===== config.mk =====
export PLATFORM = sky130hd
export DESIGN_NAME = ex_wb
export DESIGN_NICKNAME = d
export VERILOG_FILES = /design/src/rtl/ex_wb_pkg.sv /design/src/rtl/ex_wb_shifter.sv /design/src/rtl/ex_wb.sv
export SDC_FILE = /design/constraint.sdc
export NUM_CORES = 1
export LEC_CHECK = 0
export CAP_MARGIN = 20
export CORE_ASPECT_RATIO = 0.5
export CORE_MARGIN = 5
export CORE_UTILIZATION = 41
export DETAILED_ROUTE_END_ITERATION = 16
export PLACE_DENSITY = 0.63
export SLEW_MARGIN = 0
export SYNTH_ARGS = -nofsm -noshare
export SYNTH_HDL_FRONTEND = slang
export SYNTH_SLANG_ARGS = --single-unit

===== constraint.sdc =====
create_clock -name clk -period 8.35 [get_ports clk]
set_input_delay 1.2525 -clock clk [delete_from_list [all_inputs] [get_ports clk]]
set_output_delay 1.2525 -clock clk [all_outputs]
set_load 0.005 [all_outputs]

===== src/rtl/ex_wb_pkg.sv =====
// Shared definitions for the execute/writeback stage: state encodings,
// function-field codes and the operation-class priority decode.
package ex_wb_pkg;

  localparam int DEF_W_DATA  = 32;
  localparam int DEF_W_RADDR = 4;
  localparam int DEF_W_FUNC  = 3;
  localparam int DEF_W_SHCNT = 5;

  typedef enum logic [1:0] {
    ST_IDLE  = 2'd0,
    ST_SHIFT = 2'd1,
    ST_MEM   = 2'd2
  } state_t;

  // Operation classes, listed from lowest to highest priority
  typedef enum logic [2:0] {
    CL_NONE  = 3'd0,
    CL_MOVE  = 3'd1,
    CL_INTE  = 3'd2,
    CL_LOGIC = 3'd3,
    CL_BR    = 3'd4,
    CL_SHIFT = 3'd5,
    CL_ST    = 3'd6,
    CL_LD    = 3'd7
  } op_class_t;

  typedef enum logic [1:0] {
    SH_SLL = 2'b00,
    SH_SRL = 2'b01,
    SH_SRA = 2'b10,
    SH_ROL = 2'b11
  } shift_mode_t;

  localparam logic [2:0] INT_ADD  = 3'b000;
  localparam logic [2:0] INT_SUB  = 3'b001;
  localparam logic [2:0] INT_SLT  = 3'b010;
  localparam logic [2:0] INT_SLTU = 3'b011;
  localparam logic [2:0] INT_NOP  = 3'b100;
  localparam logic [2:0] INT_ADD2 = 3'b101;
  localparam logic [2:0] INT_SUB2 = 3'b110;
  localparam logic [2:0] INT_NEG  = 3'b111;

  localparam logic [1:0] LG_AND = 2'b00;
  localparam logic [1:0] LG_OR  = 2'b01;
  localparam logic [1:0] LG_XOR = 2'b10;
  localparam logic [1:0] LG_NOR = 2'b11;

  localparam logic [1:0] BR_ALWAYS = 2'b00;
  localparam logic [1:0] BR_EQZ    = 2'b01;
  localparam logic [1:0] BR_NEZ    = 2'b10;
  localparam logic [1:0] BR_NEG    = 2'b11;

  // Resolve several asserted class bits to one class:
  // ld > st > shift > br > logic > inte > move
  function automatic op_class_t decode_class(
    input logic ld,
    input logic st,
    input logic sh,
    input logic br,
    input logic lg,
    input logic inte,
    input logic rsv
  );
    op_class_t cls;
    if (ld)        cls = CL_LD;
    else if (st)   cls = CL_ST;
    else if (sh)   cls = CL_SHIFT;
    else if (br)   cls = CL_BR;
    else if (lg)   cls = CL_LOGIC;
    else if (inte) cls = CL_INTE;
    else if (rsv)  cls = CL_MOVE;
    else           cls = CL_NONE;
    return cls;
  endfunction

endpackage


===== src/rtl/ex_wb_shifter.sv =====
// Iterative shifter: moves the operand one bit position per clock.
// done is high during the last active cycle; result then holds the final value.
module ex_wb_shifter
  import ex_wb_pkg::*;
#(
  parameter int W_DATA  = DEF_W_DATA,
  parameter int W_SHCNT = DEF_W_SHCNT
) (
  input  logic               clk,
  input  logic               rst,
  input  logic               start,
  input  shift_mode_t        mode,
  input  logic [W_DATA-1:0]  data,
  input  logic [W_SHCNT-1:0] count,
  output logic               busy,
  output logic               done,
  output logic [W_DATA-1:0]  result
);

  logic [W_DATA-1:0]  data_q;
  logic [W_SHCNT-1:0] cnt_q;
  shift_mode_t        mode_q;
  logic [W_DATA-1:0]  step;

  // One-bit step of the current value in the latched mode
  always_comb begin
    step = data_q;
    case (mode_q)
      SH_SLL:  step = {data_q[W_DATA-2:0], 1'b0};
      SH_SRL:  step = {1'b0, data_q[W_DATA-1:1]};
      SH_SRA:  step = {data_q[W_DATA-1], data_q[W_DATA-1:1]};
      default: step = {data_q[W_DATA-2:0], data_q[W_DATA-1]};
    endcase
  end

  // Load on start, then shift and count down to zero
  always_ff @(posedge clk or negedge rst) begin
    if (!rst) begin
      data_q <= '0;
      cnt_q  <= '0;
      mode_q <= SH_SLL;
    end else if (start) begin
      data_q <= data;
      cnt_q  <= count;
      mode_q <= mode;
    end else if (cnt_q != '0) begin
      data_q <= step;
      cnt_q  <= cnt_q - W_SHCNT'(1);
    end
  end

  assign busy   = (cnt_q != '0);
  assign done   = (cnt_q == W_SHCNT'(1));
  assign result = step;

endmodule


===== src/rtl/ex_wb.sv =====
// Execute/writeback stage: runs single-cycle ALU/logic/move/branch ops,
// iterative shifts and req/ack memory ops, and returns writebacks to decode.
module ex_wb
  import ex_wb_pkg::*;
#(
  parameter int W_DATA  = DEF_W_DATA,
  parameter int W_RADDR = DEF_W_RADDR,
  parameter int W_FUNC  = DEF_W_FUNC,
  parameter int W_SHCNT = DEF_W_SHCNT
) (
  input  logic               clk,
  input  logic               rst,
  input  logic [W_DATA-1:0]  opr0_value_i,
  input  logic [W_DATA-1:0]  opr1_value_i,
  input  logic               ctrl_inte_i,
  input  logic               ctrl_logic_i,
  input  logic               ctrl_shift_i,
  input  logic               ctrl_ld_i,
  input  logic               ctrl_st_i,
  input  logic               ctrl_br_i,
  input  logic [W_FUNC-1:0]  func_i,
  input  logic [W_RADDR-1:0] rd_i,
  input  logic               rsv_i,
  output logic               stall_o,
  output logic               wb_o,
  output logic [W_RADDR-1:0] wb_r_o,
  output logic [W_DATA-1:0]  wb_data_o,
  output logic               br_taken_o,
  output logic [W_DATA-1:0]  br_target_o,
  output logic               mem_req_o,
  output logic               mem_we_o,
  output logic [W_DATA-1:0]  mem_addr_o,
  output logic [W_DATA-1:0]  mem_wdata_o,
  input  logic [W_DATA-1:0]  mem_rdata_i,
  input  logic               mem_ack_i
);

  state_t             state_q;
  logic [W_RADDR-1:0] rd_q;
  logic               rsv_q;

  op_class_t          op_class;
  logic [W_DATA-1:0]  alu_res;
  logic               alu_wb;
  logic               br_cond;
  logic [W_SHCNT-1:0] sh_n;
  logic               sh_start;
  logic               sh_busy;
  logic               sh_done;
  logic [W_DATA-1:0]  sh_result;

  assign op_class = decode_class(ctrl_ld_i, ctrl_st_i, ctrl_shift_i, ctrl_br_i,
                                 ctrl_logic_i, ctrl_inte_i, rsv_i);
  assign sh_n     = opr1_value_i[W_SHCNT-1:0];
  assign sh_start = (state_q == ST_IDLE) && (op_class == CL_SHIFT) && (sh_n != '0);
  assign stall_o  = (state_q != ST_IDLE);

  ex_wb_shifter #(
    .W_DATA  (W_DATA),
    .W_SHCNT (W_SHCNT)
  ) u_shifter (
    .clk    (clk),
    .rst    (rst),
    .start  (sh_start),
    .mode   (shift_mode_t'(func_i[1:0])),
    .data   (opr0_value_i),
    .count  (sh_n),
    .busy   (sh_busy),
    .done   (sh_done),
    .result (sh_result)
  );

  // Single-cycle result, writeback qualifier and branch condition
  always_comb begin
    alu_res = opr0_value_i;
    alu_wb  = rsv_i;
    br_cond = 1'b0;
    case (op_class)
      CL_INTE: begin
        case (func_i)
          INT_ADD, INT_ADD2: alu_res = opr0_value_i + opr1_value_i;
          INT_SUB, INT_SUB2: alu_res = opr0_value_i - opr1_value_i;
          INT_SLT:  alu_res = {{(W_DATA-1){1'b0}},
                               ($signed(opr0_value_i) < $signed(opr1_value_i))};
          INT_SLTU: alu_res = {{(W_DATA-1){1'b0}}, (opr0_value_i < opr1_value_i)};
          INT_NEG:  alu_res = '0 - opr1_value_i;
          default:  alu_wb  = 1'b0;
        endcase
      end
      CL_LOGIC: begin
        case (func_i[1:0])
          LG_AND:  alu_res = opr0_value_i & opr1_value_i;
          LG_OR:   alu_res = opr0_value_i | opr1_value_i;
          LG_XOR:  alu_res = opr0_value_i ^ opr1_value_i;
          default: alu_res = ~(opr0_value_i | opr1_value_i);
        endcase
      end
      CL_BR: begin
        case (func_i[1:0])
          BR_ALWAYS: br_cond = 1'b1;
          BR_EQZ:    br_cond = (opr0_value_i == '0);
          BR_NEZ:    br_cond = (opr0_value_i != '0);
          default:   br_cond = opr0_value_i[W_DATA-1];
        endcase
      end
      CL_MOVE:  alu_res = opr1_value_i;
      CL_SHIFT: alu_res = opr0_value_i;
      default:  alu_wb  = 1'b0;
    endcase
  end

  // Stage FSM with registered writeback, branch and memory outputs
  always_ff @(posedge clk or negedge rst) begin
    if (!rst) begin
      state_q     <= ST_IDLE;
      rd_q        <= '0;
      rsv_q       <= 1'b0;
      wb_o        <= 1'b0;
      wb_r_o      <= '0;
      wb_data_o   <= '0;
      br_taken_o  <= 1'b0;
      br_target_o <= '0;
      mem_req_o   <= 1'b0;
      mem_we_o    <= 1'b0;
      mem_addr_o  <= '0;
      mem_wdata_o <= '0;
    end else begin
      wb_o       <= 1'b0;
      br_taken_o <= 1'b0;
      case (state_q)
        ST_IDLE: begin
          rd_q  <= rd_i;
          rsv_q <= rsv_i;
          if (op_class == CL_LD || op_class == CL_ST) begin
            state_q     <= ST_MEM;
            mem_req_o   <= 1'b1;
            mem_we_o    <= (op_class == CL_ST);
            mem_addr_o  <= opr1_value_i;
            mem_wdata_o <= opr0_value_i;
          end else if (sh_start) begin
            state_q <= ST_SHIFT;
          end else begin
            if (alu_wb) begin
              wb_o      <= 1'b1;
              wb_r_o    <= rd_i;
              wb_data_o <= alu_res;
            end
            if (op_class == CL_BR) begin
              br_taken_o  <= br_cond;
              br_target_o <= opr1_value_i;
            end
          end
        end
        ST_SHIFT: begin
          if (sh_done) begin
            state_q <= ST_IDLE;
            if (rsv_q) begin
              wb_o      <= 1'b1;
              wb_r_o    <= rd_q;
              wb_data_o <= sh_result;
            end
          end else if (!sh_busy) begin
            state_q <= ST_IDLE;
          end
        end
        ST_MEM: begin
          if (mem_ack_i) begin
            state_q   <= ST_IDLE;
            mem_req_o <= 1'b0;
            if (rsv_q) begin
              wb_o      <= 1'b1;
              wb_r_o    <= rd_q;
              wb_data_o <= mem_we_o ? mem_wdata_o : mem_rdata_i;
            end
          end
        end
        default: state_q <= ST_IDLE;
      endcase
    end
  end

endmodule


==> impl.org <==
** Placed design
- Pre-CTS setup slack :: 2.40 ns
- Detailed placement finished with a half-perimeter wire length of 54500 um.
- Summing all placed instances gives a cell area of 0.0187 mm^2.
- I/O Buffers :: 249
- Final estimated routing congestion in global placement :: 1.05

** Routing
- Once detail routing completed, the nets flagged for antenna violations numbered 0.
- Detailed router's first-iteration violation count :: 2235
- Before antenna repair, the detailed router went through 6 iterations.
- For this run, design rule violations remaining after detail routing come to 0.
- For this block, wires on met1 add up to 31200 um.
- After detailed routing, no signal wire sits above met5.
- Post-detailed-route wirelength per cell :: 27.0 um
- In the detailed route, the total length drawn on met2 is 29200 um.
- Summed over all nets, wire length on met3 after detailed routing comes to 9530 um.
- In the routed layout, each cell is associated on average with a via count of 6.24.
- The final route contains 16.8k vias.
- Total wirelength of the detailed-routed design :: 72500 um

** Finish
- Final design instance area without fill :: 0.0193 mm^2
- Cells with a size suffix above 1 make up 6.60% of the layout.
- Counting the fill cells in the layout gives 3659.
- The multi-input combinational cells in the finished layout cover a total of 0.0103 mm^2.
- Across the whole layout, storage elements account for 0.00455 mm^2.
- After the last flow step, the layout net total stands at 2380.
- P&R area growth vs syn :: 21.9%
- Util after Layout :: 51.1%

** Die
- The die covers 0.0428 mm^2.
- Measured along the x axis, the die boundary spans 288 um.
- 250 I/O pins were placed.
- The floorplan step set the die height to 149 um.
- The region available for standard cell placement spans 0.0377 mm^2.
- After floorplanning, the core was divided into 50 placement rows.
- Once the floorplan was initialized, standard cells occupied 41.9% of the core.

** Worst setup path
- CP cell instances :: clkdlybuf4s50_1 -> inv_1 -> ha_1 -> nor3b_1 -> ha_1 -> or4_2 -> buf_4 -> o2111ai_1 -> a21oi_4 -> nand2_1 -> a221oi_1 -> o311ai_0 -> a221oi_1 -> o22ai_1
- Along the worst path, the maximum fanout reaches 75.
- STA classifies the critical path endpoint as a register.
- STA classifies the critical path startpoint as an input pin.
- Slowest stage delay, CP :: 0.61 ns
- Data arrives at the worst endpoint at 6.08 ns.
- Slack of the worst reg-to-reg path :: 4.13 ns
- STA puts the critical path data required time at 8.69 ns.
- For this design, the slowest cell found on the critical path is sky130_fd_sc_hd__clkdlybuf4s50_1.
- The setup path with the least slack is of type in2reg.

** Power and ir drop
- Per report_power, the combinational group accounts for 55.5% of the total.
- Cell-internal power :: 3100 uW
- Peak ir drop on the vdd network :: 0.234 mV
- Power spread over the standard cell area amounts to 290 mW/mm^2.
- Sw Share :: 44.5%
- Summed over all cells, the static leakage comes to 0.00811 uW.
- Clk pwr share :: 15.0%
- In this run, flip-flops and latches consume 29.5% of the power.
- The analysis attributes to net switching a power of 2490 uW.

** Global routing
- Wire length of the first global-routing pass :: 105000 um
- Entering global routing, the biggest net connects 91 pins.
- Final global-route overflow total :: 0
- The number of global-route vias before repair came to 15.3k.
- Initial antenna violation count :: 4
- Global routing used 32.7% of the available tracks across all layers.

** Synthesis
- The number of nets in the synthesized netlist is 2219.
- Dominant register cell in the synthesized netlist :: sky130_fd_sc_hd__dfrtp_1
- Part of the Yosys area used for sequential elements :: 28.8%
- Proportion of netlist area held by the largest area contributor :: 28.8%
- Number of synthesis warnings :: 0
- The synthesized netlist contains 88 unique library cells.
- Number of synthesized flops with an enable pin :: 0
- Counting flops with an async set or reset pin after synthesis yields a share of 100%.
- A synthesized cell averages 7.93 um^2.
- Cell count after synthesis :: 1994
- Ranking of synthesized cells by area :: sky130_fd_sc_hd__dfrtp_1 29%, sky130_fd_sc_hd__ha_1 8.7%, sky130_fd_sc_hd__o21ai_0 7.9%
- After synthesis the cells add up to 0.0158 mm^2.
- Biggest area consumer among synthesized cells :: sky130_fd_sc_hd__dfrtp_1
- Synthesized flop and latch total :: 182

** Clock tree
- Post-CTS repair changed the size of 0 cells.
- Number of clock sinks :: 182
- The clock passes through at most 2 buffers.
- Root buffer cell :: sky130_fd_sc_hd__clkbuf_16
- Register clock-pin slew on the reported worst setup and hold paths :: 0.08 ns
- Clock latency on the worst-skew pair :: 0.47 ns
- Post-CTS Setup Bufs :: 0
- CTS buffer count :: 17
- TritonCTS built the clock tree.
- Number of H-tree levels :: 4
- Hold bufs inserted after CTS :: 0

** STA
- Final worst slack :: 2.60 ns
- Worst Tran Pin Value :: 0.999 ns
- Max Freq :: 0.174 GHz
- Final critical-path required period :: 5.75 ns
- The count of final max-slew check failures is 0.
- Setup violations remaining at the end of the flow were counted as 0.
- Hold Violations, Final :: 0
- In this run the tightest slew margin relative to its limit is 33.3%.
- Setup_tns :: 0 ns
- Setup repair after global routing left no endpoint under its margin.
- Clock Skews :: 0.0115 ns
- The final critical path takes up 68.9% of the cycle.

** Job
- Across the run, the number of max-cap violations was 0.

** Run status
- Status :: complete, no violations

** Worst hold path
- Hold WC Path Type :: reg2reg
[final timing paths]
path / startpoint / to / cells past startpoint
setup / recovery: opr1_value_i[1] / wb_data_o[21] / 14
hold / removal: mem_addr_o[20] / mem_addr_o[20] / 2
setup reg to reg: state_q[0] / wb_data_o[31] / 13
hold reg to reg: mem_addr_o[20] / mem_addr_o[20] / 2
max in group asynchronous: rst / mem_wdata_o[12] / 2
min in group asynchronous: rst / mem_addr_o[15] / 1
[cells in the mapped netlist (all sizes together) (12+ instances only)]
master,n
nand2,259
o21ai,253
dfrtp,182
a21oi,156
nor2,125
ha,110
inv,109
clkbuf,94
mux2i,74
xnor2,65
o211ai,46
buf,45
mux2,38
nand3,34
nor3,34
nor4,32
a221oi,29
a211oi,26
o21bai,18
a31oi,16
nor2b,16
a2111oi,15
nand4,15
o31ai,15
a21o,12
[power groups by stage]
stage	Sequential, uW	Clock [uW]	Combinational, uW
final	1650	839	3110
after global routing	1700	870	3350
after CTS	1650	836	3050
after detailed placement	1660	0	3040
after global placement	1660	0	3010
after floorplan	1580	0	1660
[area by class of cell]
class | instances | area share (%)
inverter | 111 | 2.16
timing repair buffer | 281 | 14.2
multi-input combinational | 1562 | 53.6
tap | 520 | 3.38
clock inverter | 14 | 0.759
sequential | 182 | 23.6
antenna | 2 | 0.0260
clock buffer | 17 | 2.21
[state kept, by name, summed over array words and instances (netlist names), 2 cells and up]
signal            cells
wb_r_o                4
rd_q                  4
u_shifter.data_q     32
state_q               2
br_target_o          32
mem_addr_o           32
u_shifter.mode_q      2
mem_wdata_o          32
wb_data_o            32
u_shifter.cnt_q       5
[worst max-delay path, delay by kind of cell]
family	cells	cell delay (ns)
adders and majority gates	2	0.55
and+or+nand+nor	3	1.01
buffers and inverters	3	1.45
AOI/OAI and AO/OA	6	1.78
[cells by family (layout without fill, tap and decap cells)]
family / count (synthesis) / after routing / synth area share [%]
AOI/OAI and AO/OA: 695 / 695 / 27.9
xor gates and xnor gates: 73 / 73 / 4.04
adders and majority gates: 112 / 112 / 8.96
buffers and inverters: 250 / 423 / 6.26
DFF: 182 / 182 / 28.8
muxes: 112 / 112 / 7.39
other: 0 / 2 / 0
and+or+nand+nor: 570 / 570 / 16.6
[through the flow]
stage	instances	total power [uW]	hold WS, ns
2_1_floorplan	1994	3240	0.473
3_3_place_gp	2654	4670	0.463
3_5_place_dp	2654	4700	0.470
4_1_cts	2685	5530	0.487
5_1_grt	2689	5920	0.507
6_report	2689	5600	0.483
[metal layers]
metal,vias up,global-route usage (%)
met3,144,12.9
met5,-,3.18
met1,8122,46.0
met2,982,45.2
li1,7532,-
met4,4,10.5
[cells in the final DEF, fill, tap and decap left out, types with 17 or more instances in the layout]
cell type                         synthesis  final
sky130_fd_sc_hd__a211oi_1                24     24
sky130_fd_sc_hd__nand2_1                259    258
sky130_fd_sc_hd__clkdlybuf4s50_1          0    246
sky130_fd_sc_hd__a221oi_1                28     28
sky130_fd_sc_hd__nor3_1                  31     30
sky130_fd_sc_hd__buf_4                    0     31
sky130_fd_sc_hd__o21ai_0                249    248
sky130_fd_sc_hd__nand3_1                 34     34
sky130_fd_sc_hd__o21bai_1                17     17
sky130_fd_sc_hd__inv_1                  109    109
sky130_fd_sc_hd__dfrtp_1                182    182
sky130_fd_sc_hd__xnor2_1                 65     65
sky130_fd_sc_hd__mux2i_1                 74     74
sky130_fd_sc_hd__mux2_2                  38     38
sky130_fd_sc_hd__clkbuf_16                0     17
sky130_fd_sc_hd__nor4_1                  27     26
sky130_fd_sc_hd__ha_1                   110    110
sky130_fd_sc_hd__nor2_1                 125    124
sky130_fd_sc_hd__o211ai_1                46     46
sky130_fd_sc_hd__a21oi_1                155    155
No activity file was read; power rests on OpenSTA's default activity.
